### src/rtl/sysbus_arb_if.sv
// MERA-400 system bus arbitration signals: requests, releases and grants per
// master, bus response lines for the watchdog, and arbiter status.
interface sysbus_arb_if #(
    parameter int N_REQ = 4,
    parameter int OW    = 2
);
    logic [0:N_REQ-1] zg;
    logic [0:N_REQ-1] zz_;
    logic             rok_;
    logic             ren_;
    logic             rpe_;
    logic [0:N_REQ-1] zw;
    logic             busy;
    logic [0:OW-1]    owner;
    logic             tmo_;
    logic [0:OW-1]    tmo_owner;

    // Bus masters and responders drive requests and response lines.
    modport master (
        output zg, zz_, rok_, ren_, rpe_,
        input  zw, busy, owner, tmo_, tmo_owner
    );

    // The arbiter samples requests and drives grants and status.
    modport slave (
        input  zg, zz_, rok_, ren_, rpe_,
        output zw, busy, owner, tmo_, tmo_owner
    );
endinterface

### src/rtl/sysbus_arb.sv
// System bus arbiter: fixed-priority or round-robin grant of the bus to one
// master at a time, with a response watchdog that forces release of a hung owner.
module sysbus_arb #(
    parameter int N_REQ   = 4,
    parameter int RR      = 1,
    parameter int TIMEOUT = 255,
    parameter int OW      = 2
) (
    input  logic         __clk,
    input  logic         clm_,
    sysbus_arb_if.slave  bus
);
    localparam int WW = $clog2(TIMEOUT + 1);

    typedef enum logic [1:0] {
        IDLE  = 2'd0,
        GRANT = 2'd1,
        GAP   = 2'd2
    } state_t;

    state_t           state_reg;
    logic [0:N_REQ-1] zw_reg;
    logic             busy_reg;
    logic             tmo_n_reg;
    logic [0:OW-1]    owner_reg;
    logic [0:OW-1]    tmo_owner_reg;
    logic [0:OW-1]    rr_ptr_reg;
    logic [WW-1:0]    wd_reg;

    logic [0:OW-1]    start_idx;
    logic [0:OW-1]    scan_idx;
    logic [0:OW-1]    winner;
    logic             found;
    logic [0:N_REQ-1] grant_vec;
    logic             release_req;
    logic             response;

    // Scan the requests once around the ring, starting at the priority pointer.
    always_comb begin
        start_idx = (RR != 0) ? rr_ptr_reg : '0;
        scan_idx  = start_idx;
        found     = 1'b0;
        winner    = '0;
        for (int i = 0; i < N_REQ; i++) begin
            if (!found && bus.zg[scan_idx]) begin
                found  = 1'b1;
                winner = scan_idx;
            end
            scan_idx = (scan_idx == OW'(N_REQ - 1)) ? '0 : scan_idx + OW'(1);
        end
    end

    generate
        for (genvar gi = 0; gi < N_REQ; gi++) begin : g_onehot
            assign grant_vec[gi] = (winner == OW'(gi));
        end
    endgenerate

    // Only the owner's request and release bits matter while granted.
    assign release_req = ~bus.zz_[owner_reg] | ~bus.zg[owner_reg];
    assign response    = ~bus.rok_ | ~bus.ren_ | ~bus.rpe_;

    always_ff @(posedge __clk or negedge clm_) begin
        if (!clm_) begin
            state_reg     <= IDLE;
            zw_reg        <= '0;
            busy_reg      <= 1'b0;
            tmo_n_reg     <= 1'b1;
            owner_reg     <= '0;
            tmo_owner_reg <= '0;
            rr_ptr_reg    <= '0;
            wd_reg        <= '0;
        end else begin
            tmo_n_reg <= 1'b1;
            case (state_reg)
                IDLE: begin
                    if (found) begin
                        zw_reg    <= grant_vec;
                        owner_reg <= winner;
                        busy_reg  <= 1'b1;
                        wd_reg    <= '0;
                        state_reg <= GRANT;
                    end
                end
                GRANT: begin
                    // Release beats expiry, and a response beats expiry.
                    if (release_req) begin
                        zw_reg    <= '0;
                        busy_reg  <= 1'b0;
                        state_reg <= GAP;
                    end else if (response) begin
                        wd_reg <= '0;
                    end else if (wd_reg == WW'(TIMEOUT)) begin
                        zw_reg        <= '0;
                        busy_reg      <= 1'b0;
                        tmo_n_reg     <= 1'b0;
                        tmo_owner_reg <= owner_reg;
                        state_reg     <= GAP;
                    end else begin
                        wd_reg <= wd_reg + WW'(1);
                    end
                end
                GAP: begin
                    rr_ptr_reg <= (owner_reg == OW'(N_REQ - 1)) ? '0 : owner_reg + OW'(1);
                    state_reg  <= IDLE;
                end
                default: begin
                    zw_reg    <= '0;
                    busy_reg  <= 1'b0;
                    state_reg <= IDLE;
                end
            endcase
        end
    end

    assign bus.zw        = zw_reg;
    assign bus.busy      = busy_reg;
    assign bus.owner     = owner_reg;
    assign bus.tmo_      = tmo_n_reg;
    assign bus.tmo_owner = tmo_owner_reg;
endmodule

### src/flat_wrapper.sv
// flat-port wrapper written by rule: the top's interface ports become plain ports
module sysbus_arb_flat 
#(
    parameter int N_REQ   = 4,
    parameter int RR      = 1,
    parameter int TIMEOUT = 255,
    parameter int OW      = 2
)
  (__clk, clm_, bus_zg, bus_zz_, bus_rok_, bus_ren_, bus_rpe_, bus_zw, bus_busy, bus_owner, bus_tmo_, bus_tmo_owner);
  sysbus_arb_if #(.N_REQ(N_REQ), .OW(OW)) bus_i ();
  input  logic __clk;
  input  logic clm_;
  input wire logic [$bits(bus_i.zg)-1:0] bus_zg;
  input wire logic [$bits(bus_i.zz_)-1:0] bus_zz_;
  input wire logic [$bits(bus_i.rok_)-1:0] bus_rok_;
  input wire logic [$bits(bus_i.ren_)-1:0] bus_ren_;
  input wire logic [$bits(bus_i.rpe_)-1:0] bus_rpe_;
  output wire logic [$bits(bus_i.zw)-1:0] bus_zw;
  output wire logic [$bits(bus_i.busy)-1:0] bus_busy;
  output wire logic [$bits(bus_i.owner)-1:0] bus_owner;
  output wire logic [$bits(bus_i.tmo_)-1:0] bus_tmo_;
  output wire logic [$bits(bus_i.tmo_owner)-1:0] bus_tmo_owner;
  assign bus_i.zg = bus_zg;
  assign bus_i.zz_ = bus_zz_;
  assign bus_i.rok_ = bus_rok_;
  assign bus_i.ren_ = bus_ren_;
  assign bus_i.rpe_ = bus_rpe_;
  assign bus_zw = bus_i.zw;
  assign bus_busy = bus_i.busy;
  assign bus_owner = bus_i.owner;
  assign bus_tmo_ = bus_i.tmo_;
  assign bus_tmo_owner = bus_i.tmo_owner;
  sysbus_arb #(.N_REQ(N_REQ), .RR(RR), .TIMEOUT(TIMEOUT), .OW(OW)) u_core (.__clk(__clk), .clm_(clm_), .bus(bus_i));
endmodule
### config.mk
export PLATFORM = sky130hd
export DESIGN_NAME = sysbus_arb_flat
export DESIGN_NICKNAME = d
export VERILOG_FILES = /design/src/rtl/sysbus_arb_if.sv /design/src/rtl/sysbus_arb.sv /design/src/flat_wrapper.sv
export SDC_FILE = /design/constraint.sdc
export NUM_CORES = 1
export LEC_CHECK = 0
export BUFFER_PORTS_ARGS = -buffer_cell sky130_fd_sc_hd__clkbuf_2
export CAP_MARGIN = 20
export CORE_MARGIN = 3
export CORE_UTILIZATION = 25
export DETAILED_ROUTE_END_ITERATION = 8
export SYNTH_ARGS = -nofsm -noshare
export SYNTH_HDL_FRONTEND = slang
export SYNTH_SLANG_ARGS = --single-unit
### constraint.sdc
create_clock -name __clk -period 2.8 [get_ports __clk]
set_input_delay 0.28 -clock __clk [delete_from_list [all_inputs] [get_ports __clk]]
set_output_delay 0.28 -clock __clk [all_outputs]
set_load 0.01 [all_outputs]
# Yosys cells after proc, flatten, opt, wreduce, memory -nomap -nowiden
# Index checks and enable logic that the tools add are counted.
# Widths: inputs -> output; s select.
# word_totals
reg_bits,22
in_bits,13
out_inout_bits,10
word_cells,117
# classes
addsub,5
n_lt_le_gt_ge,5
n_eq_ne,15
mux,54
bitwise_logic,16
n_reduce_logical,14
# op_table
cell,count
$mux 8,4
$mux 1,24
$mux 2,12
$mux 4,4
$pmux 8 s2,1
$ge 3x3->1 const B,5
$not 2->3,5
$eq 2x2->1 const B,7
$bmux 1 s2,6
$pmux 4 s3,1
$reduce_and 4->1,3
$add 2x1->2 const B,4
$add 8x1->8 const B,1
$eq 8x8->1 const B,1
$not 1->1,8
$ne 3x2->1 const B,2
$eq 2x1->1 const B,2
$logic_not 2->1,2
$pmux 2 s2,1
$logic_and 1x1->1,3
$logic_not 1->1,3
$ne 3x1->1 const B,1
$or 1x1->1,3
$pmux 1 s3,1
other kinds (5),5

# Longest topological paths before layout
# Gate-level depths: netlist of run 1.
# depth
ltp_word,17
ltp_mapped,8

# Worst setup path after synthesis of run 1
# Ideal clock, no wire load.
# synth_path
path_kind,reg-to-reg
from,reg u_core.rr_ptr_reg[0] (netlist bit)
to,"reg u_core.zw_reg, in the netlist u_core.bus.zw[2]"
setup_ns,0.067
arrival_ns,2.155
required_ns,2.733
path_slack_ns,0.578
path_stages_with_launch,7
n_path_buf,0
cell_sequence,dfrtp_1 > ha_1 > nor2_4 > mux4_1 > or3b_2 > o211ai_1 > a22o_1
# synth_via
elab_chain_cells,17
# synth_rtl
element,line_no,source
start: declaration,sysbus_arb.sv:27,logic [0:OW-1] rr_ptr_reg;
start signal: assignment,sysbus_arb.sv:104,rr_ptr_reg <= (owner_reg == OW'(N_REQ - 1)) ? '0 : owner_reg + OW'(1);
branches (longest 17 deep; another with $add 2x1->2),n/a,
end signal: assignment,sysbus_arb.sv:78,zw_reg <= grant_vec;
end: declaration,sysbus_arb.sv:22,logic [0:N_REQ-1] zw_reg;
# Parallel ways; which one is timed is not known. The select of a mux whose other input is x is not followed.
# A chain may end at the register's enable or synchronous reset.

# Worst setup path after layout of run 1
# layout_path
from,reg u_core.rr_ptr_reg[0] (netlist bit)
to,reg u_core.wd_reg[6]
# layout_via
elab_chain_cells,16
# layout_rtl
element,line_no,source
branches (longest 13 deep; another with $add 2x1->2),n/a,
$mux 1 *,sysbus_arb.sv:45,if (!found && bus.zg[scan_idx]) begin
$ne 2x1->1 (no line) *,n/a,
$reduce_and 4->1 (no line) *,n/a,
end signal: assignment,sysbus_arb.sv:100,wd_reg <= wd_reg + WW'(1);
end: declaration,sysbus_arb.sv:28,logic [WW-1:0] wd_reg;
# Every way passes the cells marked *. The select of a mux whose other input is x is not followed.

==> results of run 1 <==
-- path summary, 6_finish.rpt --
check,depth (start not counted),startpoint,slack (ns),end
setup / recovery,7,u_core.rr_ptr_reg[0],0.33,u_core.wd_reg[6]
hold reg to reg,1,u_core.bus.busy,0.50,u_core.bus.busy
setup reg to reg,7,u_core.rr_ptr_reg[0],0.33,u_core.wd_reg[6]
max in group asynchronous,1,clm_,2.44,u_core.bus.tmo_
hold / removal,1,clm_,-0.02,u_core.wd_reg[3]
min in group __clk,4,bus_rpe_,0.41,u_core.bus.tmo_
-- cell usage after synthesis (all sizes together), types with 5 or more instances --
cell / number / area, sq um
a22o: 6 / 52.55
nand3: 5 / 25.02
o31ai: 6 / 45.04
inv: 5 / 18.77
o21ai: 12 / 60.05
nand2: 14 / 52.55
a21oi: 9 / 45.04
nor2: 11 / 48.80
dfrtp: 21 / 525.5
nand2b: 6 / 37.54
and3: 5 / 31.28
-- cell type report --
type                    count  area (sq um)  share of cell area (%)
inverters                   5         18.77                   1.141
repair buffers             24         125.1                   7.605
well taps                  70         87.58                   5.323
clock buffers               4         55.05                   3.346
multi-input cells         118         807.0                   49.05
flip-flops and latches     22         551.8                   33.54
-- routing by layer --
metal	vias to the layer above	share of wire, %
met5	-	0
met4	0	2.0
met3	4	3.4
met2	25	43
met1	587	51
li1	606	-
-- stage by stage --
step	setup WS, ns	util [%]	std cells
after floorplan	0.5779	-	150
after global placement	0.4027	29.99	239
after detailed placement	0.3457	29.99	239
after CTS	0.3449	31.03	243
after global routing	0.07943	31.03	243
final	0.3294	31.03	243
-- critical path, delay by kind of cell (launching register included) --
family	cells	cell delay, ns
AO/OA/AOI/OAI	4	1.01
adder cells (fa/ha/maj)	1	0.53
flip-flops	1	0.44
AND/OR/NAND/NOR	1	0.23
multiplexers	1	0.15
-- cells by family after synthesis --
kind of cell | Yosys count
buf+inv | 10
simple gates | 56
fa+ha+maj | 3
compound gates | 49
flops | 22
mux | 10
-- where the power goes --
| part | internal (W) | total [W] | switching (W) |
|---|---|---|---|
| Combinational | 0.000413 | 0.000922 | 0.000509 |
| Clock | 0.000126 | 0.000231 | 0.000106 |
| Sequential | 0.000393 | 0.000478 | 0.0000854 |
| Total | 0.000931 | 0.00163 | 0.000701 |
==> impl_metrics.env, run 1 <==
export IMPL_antenna_cells=0
export IMPL_htree_num_levels=1
export IMPL_clock_sinks=22
export IMPL_criticalPathCategory="reg -> reg"
export IMPL_maximum_number_of_pins_on_one_net_before_global_route_repair=23
export IMPL_detail_route_wl_per_cell_microns=12.78
export IMPL_share_of_synthesized_cell_area_in_and_or_nand_and_nor_gates_pct=21.24
export IMPL_grt_antenna_before_repair=0
export IMPL_report_final_slew_viol_count=0
export IMPL_grt_overflow=0
export IMPL_mostFrequentLayoutCells="clkbuf_2, dfrtp_1, nand2_1"
export IMPL_global_route_peak_usage_layer="met2"
export IMPL_worstHoldPathType="in -> async"
export IMPL_synthAdderAreaFrac_pct=2.655
export IMPL_yosysWarningCount=0
export IMPL_route_detailed_vias_per_inst=5.029
export IMPL_grt_first_pass_wirelength_microns=5402
export IMPL_setup_viol=0
export IMPL_crit_start_category="register"
export IMPL_postSynth_topFlopCell="dfrtp_1"
export IMPL_worst_path_largest_cell_delay_ns=0.53
export IMPL_cts_repair_timing_setup_buffer_count=0
export IMPL_synth_compound_area_share_pct=23.72
export IMPL_drt_pass1_iterations=4
export IMPL_cp_required_ns=2.95
export IMPL_max_frequency_mhz=404.8
export IMPL_synth_cells=150
export IMPL_ys_ff_latch=22
export IMPL_clock_latency_ns=0.27
export IMPL_die_width_microns=81.20
export IMPL_place_gp_congestion=0.8160
export IMPL_grt_use_met3_pct=0.6652
export IMPL_layout_cells_most_common="clkbuf_2"
export IMPL_critical_path_endpoint_type="register"
export IMPL_setup_tns_final_ns=0
export IMPL_effective_utilization_at_floorplan_pct=26.66
export IMPL_synth_distinct_cells=43
export IMPL_routed_wirelength_microns=3105
export IMPL_std_cell_rows=26
export IMPL_fillers=560
export IMPL_failed_checks="hold timing"
export IMPL_fin_hold_ws_ns=-0.01521
export IMPL_worst_path_most_repeated_cell="o31ai_1"
export IMPL_routed_via_count=1222
export IMPL_place_detailed_hpwl_microns=2393
export IMPL_number_of_enable_flip_flop_cells_after_synthesis=0
export IMPL_layout_area_overhead_vs_synth_pct=16.37
export IMPL_slowest_stage="ha_1"
export IMPL_cts_hold_buffers=0
export IMPL_cts_root_to_sink_buffers=2
export IMPL_sequential_to_total_area_share_from_yosys_stat_pct=39.03
export IMPL_worst_ep_arrival_time_ns=2.62
export IMPL_synth_mux_area_fraction_pct=9.469
export IMPL_core_area_sq_um=5303
export IMPL_drive_above_1_share_pct=22.54
export IMPL_ctsResizeCount=0
export IMPL_synthesis_nets=166
export IMPL_slew_limit_headroom_pct=62.64
export IMPL_die_height_microns=81.20
export IMPL_final_nets=190
export IMPL_cts_made_buffers=3
export IMPL_vdd_ir_max_uv=354.3
export IMPL_drt_drc_violations_left=0
export IMPL_tritoncts_clock_tree="done"
export IMPL_placedInstanceArea_sq_um=1590
export IMPL_max_cap_violations=0
export IMPL_grtUsageMet2_pct=15.85
export IMPL_timing_final_crit_share_pct=88.24
export IMPL_largest_reg_flops=8
export IMPL_critical_path_cell_by_cell="ha_1 -> mux2i_1 -> or2b_1 -> o221a_2 -> a311o_1 -> o31ai_1 -> o31ai_1"
export IMPL_grt_met1_usage_pct=15.25
export IMPL_unrepaired_setup_endpoints_after_global_routing="false"
export IMPL_clk_transition_reported_paths_ns=0.08
export IMPL_detailedRoute_firstIterationViolations=145
export IMPL_power_density_cell_area_nw_per_um2=991.8
export IMPL_buffer_type_at_the_clock_tree_root="clkbuf_8"
export IMPL_die_area_sq_um=6593
export IMPL_leakagePower_nw=0.7608
export IMPL_worst_pin_slew_ns=0.5552
export IMPL_first_global_vias=1121
export IMPL_post_route_cell_area_sq_um=1645
export IMPL_grt_use_total_pct=10.47
export IMPL_total_design_power_w=0.001632
export IMPL_final_period_demand_of_the_worst_path_ns=2.471
export IMPL_asyncSetResetFlopFracSynth_pct=100.0
export IMPL_status="finished, violations left"
export IMPL_timing_critical_path_fanout_max=11
export IMPL_largest_family_of_logic_cells_by_synthesized_area="compound AO/OA/AOI/OAI gates"
export IMPL_post_synthesis_instance_area_sq_um=1414
export IMPL_yosys_area_share_xor_xnor_pct=0
export IMPL_ant_nets=0
export IMPL_postSynthAreaPerCell_sq_um=9.426
export IMPL_fin_worst_skew_ns=0.002560
export IMPL_place_port_buffers=22
export IMPL_timing_hold_violations_final=21
export IMPL_ios=23
(Power assumes the default switching activity.)
==> run 2: changes to the inputs <==
Settings changed: ABC_AREA set to 1.
==> run 2 against run 1 <==
The run now ends clean. Maximum frequency rose by 25%. Sequential share of layout area fell by 1.6 points. Die area rose by 3.0%. Final cell count rose by 23%. Critical path depth rose by 4. First-iteration DRC count fell by 72%. Largest cell class unchanged. Combinational power rose by 24%. Critical path type unchanged. Worst setup slack improved by 0.50 ns. Clock-buffer cell count fell by 1.
==> impl_metrics.env, run 2 <==
export IMPL_grt_antenna_before_repair=0
export IMPL_report_final_slew_viol_count=0
export IMPL_vdd_ir_max_uv=330.9
export IMPL_maximum_number_of_pins_on_one_net_before_global_route_repair=23
export IMPL_finish_utilization_pct=31.04
export IMPL_sequential_to_total_area_share_from_yosys_stat_pct=37.82
export IMPL_timing_rr_start="u_core.rr_ptr_reg[1]"
export IMPL_number_of_enable_flip_flop_cells_after_synthesis=0
export IMPL_drive_above_1_share_pct=21.05
export IMPL_cts_made_buffers=3
export IMPL_buffer_type_at_the_clock_tree_root="clkbuf_8"
export IMPL_route_detailed_vias_per_inst=4.460
export IMPL_cts_root_to_sink_buffers=2
export IMPL_setup_tns_final_ns=0
export IMPL_fin_hold_ws_ns=0.0002498
export IMPL_largest_family_of_logic_cells_by_synthesized_area="simple AND/OR/NAND/NOR gates"
export IMPL_crit_start_category="register"
export IMPL_grt_first_pass_wirelength_microns=5464
export IMPL_asyncSetResetFlopFracSynth_pct=100.0
export IMPL_tritoncts_clock_tree="done"
export IMPL_synth_most_common_cell="nand2_1"
export IMPL_regToRegEndpoint="u_core.wd_reg[2]"
export IMPL_max_cap_violations=0
export IMPL_routed_wirelength_microns=3237
export IMPL_worst_ep_arrival_time_ns=2.17
export IMPL_detail_route_wl_per_cell_microns=10.79
export IMPL_timing_critical_path_fanout_max=8
export IMPL_effective_utilization_at_floorplan_pct=26.17
export IMPL_flop2flop_setup_slack_ns=0.83
export IMPL_clock_latency_ns=0.26
export IMPL_worstRegToRegCells=11
export IMPL_place_detailed_hpwl_microns=2642
export IMPL_yosys_area_top_type="dfrtp_1"
export IMPL_drt_pass1_iterations=4
export IMPL_place_gp_congestion=0.9162
export IMPL_worstHoldPathType="in -> async"
export IMPL_power_density_cell_area_nw_per_um2=1090
export IMPL_grt_overflow=0
export IMPL_ios=23
export IMPL_die_height_microns=82.39
export IMPL_die_width_microns=82.39
export IMPL_cts_repair_timing_setup_buffer_count=0
export IMPL_cts_hold_buffers=0
export IMPL_yosysWarningCount=0
export IMPL_cp_required_ns=3.00
export IMPL_clock_sinks=22
export IMPL_synth_compound_area_share_pct=4.803
export IMPL_ant_nets=0
export IMPL_routed_via_count=1338
export IMPL_postSynthAreaPerCell_sq_um=7.222
export IMPL_layout_area_overhead_vs_synth_pct=18.61
export IMPL_synth_mux_area_fraction_pct=0
export IMPL_synthAdderAreaFrac_pct=2.573
export IMPL_drt_drc_violations_left=0
export IMPL_unrepaired_setup_endpoints_after_global_routing="false"
export IMPL_leakagePower_nw=0.9118
export IMPL_synth_distinct_cells=26
export IMPL_core_area_sq_um=5574
export IMPL_setup_viol=0
export IMPL_final_nets=245
export IMPL_place_port_buffers=22
export IMPL_first_global_vias=1249
export IMPL_htree_num_levels=1
export IMPL_timing_hold_violations_final=0
export IMPL_std_cell_rows=27
export IMPL_synthesis_nets=218
export IMPL_ys_ff_latch=22
export IMPL_most_numerous_cell_types_in_the_synthesized_netlist="nand2_1, nand3_1, inv_1, dfrtp_1, nor2_1"
export IMPL_yosys_area_share_xor_xnor_pct=0.6003
export IMPL_final_period_demand_of_the_worst_path_ns=1.974
export IMPL_timing_final_crit_share_pct=70.50
export IMPL_clk_transition_reported_paths_ns=0.08
export IMPL_synth_area_top_cells="dfrtp_1, nand2_1, nand3_1"
export IMPL_criticalPathCategory="reg -> reg"
export IMPL_layout_cells_most_common="nand2_1"
export IMPL_status="completed"
export IMPL_slew_limit_headroom_pct=61.84
export IMPL_total_design_power_w=0.001885
export IMPL_post_synthesis_instance_area_sq_um=1459
export IMPL_mostFrequentLayoutCells="nand2_1, nand3_1, inv_1, clkbuf_2, dfrtp_1"
export IMPL_worst_pin_slew_ns=0.5723
export IMPL_fin_worst_skew_ns=0.005280
export IMPL_postSynth_topFlopCell="dfrtp_1"
export IMPL_max_frequency_mhz=506.6
export IMPL_detailedRoute_firstIterationViolations=41
export IMPL_ctsResizeCount=0
export IMPL_die_area_sq_um=6788
export IMPL_share_of_synthesized_cell_area_in_and_or_nand_and_nor_gates_pct=47.77
export IMPL_grt_use_total_pct=10.39
export IMPL_synth_top_area_share_pct=36.02
export IMPL_synth_cells=202
export IMPL_antenna_cells=0
export IMPL_largest_reg_flops=8
export IMPL_critical_path_endpoint_type="register"
==> run 2: worst max-delay path: stages (launching register included) <==
cell and delay (ns):
dfrtp_1 0.45, ha_1 0.40, inv_1 0.13, nor2_1 0.16
nand2_1 0.08, nand2_2 0.13, nand2_4 0.08, nor2_8 0.12
nor2_4 0.08, nor2_8 0.14, nand2_1 0.07, nand2_1 0.06
==> run 2: per-layer routing <==
layer	share of wire [%]	GRT usage [%]
met3	4.6	1.085
met5	0	0
met4	1.4	4.153
met1	43	12.62
met2	51	18.59
==> run 2: how the worst max path moves through the flow <==
stage          depth (start not counted)            startpoint          endpoint  slack (ns)
2_1_floorplan                         12  u_core.rr_ptr_reg[1]  u_core.wd_reg[4]        1.02
3_3_place_gp                          12  u_core.rr_ptr_reg[1]  u_core.wd_reg[1]        0.91
3_5_place_dp                          11  u_core.rr_ptr_reg[1]  u_core.wd_reg[2]        0.83
4_1_cts                               11  u_core.rr_ptr_reg[1]  u_core.wd_reg[2]        0.81
5_1_grt                               12  u_core.rr_ptr_reg[1]  u_core.wd_reg[2]        0.65
6_report                              11  u_core.rr_ptr_reg[1]  u_core.wd_reg[2]        0.83
==> run 2: final cells by class <==
cell class	count	area [sq um]
clock inverters	1	30.03
fillers	626	3844
multi-input cells	155	813.3
well taps	72	90.09
repair buffers	22	110.1
inverters	25	93.84
flip-flops and latches	22	551.8
clock buffers	3	41.29
==> run 2: stage by stage <==
stage | worst slack, ns | area (sq um) | cells
after floorplan | 1.025 | 1459 | 202
after global placement | 0.9116 | 1659 | 296
after detailed placement | 0.8331 | 1659 | 296
after CTS | 0.8108 | 1730 | 300
after global routing | 0.6497 | 1730 | 300
final | 0.8261 | 1730 | 300
==> run 2: cell families after synthesis <==
family / Yosys count
flops: 22
compound gates: 10
simple gates: 141
xor+xnor: 1
fa+ha+maj: 3
buf+inv: 25
==> run 2: where the power goes <==
group / leakage (nW) / internal [W] / switching, W
clock: 0.0357 / 0.000191 / 0.000103
combinational: 0.585 / 0.000367 / 0.000777
sequential: 0.291 / 0.000388 / 0.0000593
total: 0.912 / 0.000946 / 0.000939
==> run 3: changes to the inputs <==
Clock period 2.8 ns to 1.8 ns, I/O delays scaled along.
==> run 3 against run 2 <==
Clock power up 19%. Clock skew is 0.0015 ns lower. Maximum frequency increased by 11%. First-iteration DRC count increased by 37%. Global-route usage up 0.55 points. Sequential cell count unchanged. Critical path type unchanged.
==> impl_metrics.env, run 3 (same netlist as run 2, synthesis figures left out) <==
export IMPL_status="completed"
export IMPL_slew_limit_headroom_pct=62.93
export IMPL_max_frequency_mhz=563.4
export IMPL_leakagePower_nw=1.000
export IMPL_layout_cells_most_common="nand2_1"
export IMPL_place_detailed_hpwl_microns=2622
export IMPL_timing_final_crit_share_pct=98.60
export IMPL_clk_transition_reported_paths_ns=0.08
export IMPL_fin_worst_skew_ns=0.003737
export IMPL_unrepaired_setup_endpoints_after_global_routing="true"
export IMPL_total_design_power_w=0.003325
export IMPL_fillers=591
export IMPL_worst_path_largest_cell_delay_ns=0.43
export IMPL_routed_via_count=1378
export IMPL_internal_power_w=0.001699
export IMPL_finish_utilization_pct=33.92
export IMPL_routed_wirelength_microns=3419
export IMPL_timing_critical_path_fanout_max=8
export IMPL_std_cell_rows=27
export IMPL_die_area_sq_um=6788
export IMPL_buffer_type_at_the_clock_tree_root="clkbuf_8"
export IMPL_htree_num_levels=1
export IMPL_setup_tns_final_ns=0
export IMPL_final_nets=258
export IMPL_detailedRoute_firstIterationViolations=56
export IMPL_cts_made_buffers=3
export IMPL_worst_pin_slew_ns=0.5561
export IMPL_clock_latency_ns=0.26
export IMPL_power_density_cell_area_nw_per_um2=1759
export IMPL_max_cap_violations=0
export IMPL_clock_sinks=22
export IMPL_net_switching_power_w=0.001625
export IMPL_cts_root_to_sink_buffers=2
export IMPL_critical_path_cell_by_cell="ha_4 -> nor2_4 -> nand2_1 -> nand3_2 -> nand2_4 -> nor2_8 -> nand2_4 -> nor2_8 -> nor2_4 -> nor2_8 -> nand2_1 -> nand2_1"
export IMPL_effective_utilization_at_floorplan_pct=26.17
export IMPL_criticalPathCategory="reg -> reg"
export IMPL_worst_ep_arrival_time_ns=1.98
export IMPL_vdd_ir_max_uv=577.4
export IMPL_grt_overflow=0
export IMPL_die_width_microns=82.39
export IMPL_detail_route_wl_per_cell_microns=10.92
export IMPL_timing_hold_violations_final=0
export IMPL_ios=23
export IMPL_netSwitchingFraction_pct=48.89
export IMPL_drt_drc_violations_left=0
export IMPL_grt_antenna_before_repair=0
export IMPL_report_final_slew_viol_count=0
export IMPL_power_share_combinational_pct=68.7
export IMPL_antenna_cells=0
export IMPL_place_port_buffers=22
export IMPL_slowest_stage="dfrtp_1"
export IMPL_final_period_demand_of_the_worst_path_ns=1.775
export IMPL_layout_area_overhead_vs_synth_pct=29.59
export IMPL_placedInstanceArea_sq_um=1704
export IMPL_setup_viol=0
export IMPL_largest_reg_flops=8
export IMPL_critical_path_endpoint_type="register"
export IMPL_cp_required_ns=2.00
export IMPL_tritoncts_clock_tree="done"
export IMPL_first_global_vias=1278
export IMPL_crit_start_category="register"
export IMPL_drt_pass1_iterations=4
export IMPL_seqPwrFrac_pct=20.8
export IMPL_mostFrequentLayoutCells="nand2_1, nand3_1, clkbuf_2"
export IMPL_core_area_sq_um=5574
export IMPL_grt_use_total_pct=10.93
export IMPL_post_route_cell_area_sq_um=1891
export IMPL_clock_power_share_pct=10.5
export IMPL_worstHoldPathType="in -> reg"
export IMPL_ant_nets=0
export IMPL_drive_above_1_share_pct=30.29
export IMPL_grt_first_pass_wirelength_microns=5692
export IMPL_maximum_number_of_pins_on_one_net_before_global_route_repair=23
export IMPL_place_gp_congestion=0.8347
export IMPL_route_detailed_vias_per_inst=4.403
export IMPL_die_height_microns=82.39
-- run 3: power groups by stage --
stage	Combinational [W]	Sequential, W	Clock [W]
after global routing	0.00254	0.000705	0.000388
after global placement	0.00191	0.000690	0
after floorplan	0.00140	0.000715	0
after detailed placement	0.00192	0.000691	0
after CTS	0.00196	0.000692	0.000363
final	0.00228	0.000692	0.000350
-- run 3: final cells by class --
class,instances,area [sq um],area share [%]
timing repair buffer,35,217.7,11.52
tap,72,90.09,4.765
clock buffer,4,55.05,2.912
multi-input combinational,155,882.1,46.66
sequential,22,551.8,29.19
inverter,25,93.84,4.964
-- run 3: worst paths after layout --
| kind | from | end | slack (ns) | depth (start not counted) |
|---|---|---|---|---|
| worst max-delay path | u_core.rr_ptr_reg[0] | u_core.wd_reg[7] | 0.03 | 12 |
| worst min-delay path | bus_rpe_ | u_core.bus.tmo_ | 0.40 | 4 |
| worst max register to register | u_core.rr_ptr_reg[0] | u_core.wd_reg[7] | 0.03 | 12 |
| worst min register to register | u_core.bus.busy | u_core.bus.busy | 0.48 | 2 |
| max in group asynchronous | clm_ | u_core.bus.tmo_ | 1.00 | 2 |
| min in group asynchronous | clm_ | u_core.wd_reg[5] | 0.43 | 2 |
-- run 3: metrics by stage --
stage / hold slack [ns] / setup WS [ns] / cells
3_3_place_gp: 0.1929 / 0.03217 / 302
5_1_grt: 0.4474 / -0.1277 / 313
3_5_place_dp: 0.1978 / 0.001915 / 302
2_1_floorplan: -0.1156 / 0.02475 / 202
4_1_cts: 0.4002 / 0.02491 / 307
6_report: 0.4019 / 0.02520 / 313
-- run 3: timing repair --
| action | CTS | global route |
|---|---|---|
| hold buffers | 1 | 0 |
| resized for setup | 2 | 18 |
| setup endpoints to repair | 8 | 15 |
| setup buffers | 0 | 6 |
| pin swaps | 0 | 7 |
| endpoints found under the hold margin | 21 | 0 |
-- run 3: critical path, delay by kind of cell, from the launching register on --
family                     cells  cell delay [ns]
adders and majority gates      1             0.19
DFF                            1             0.43
and+or+nand+nor               11             1.09
-- run 3: routing by layer --
layer / global-route usage, % / vias to the layer above / share of wire, %
met4: 3.987 / 0 / 1.5
met1: 13.75 / 630 / 45
li1: - / 723 / -
met5: 0 / - / 0
met3: 1.302 / 6 / 2.6
met2: 19.07 / 19 / 51
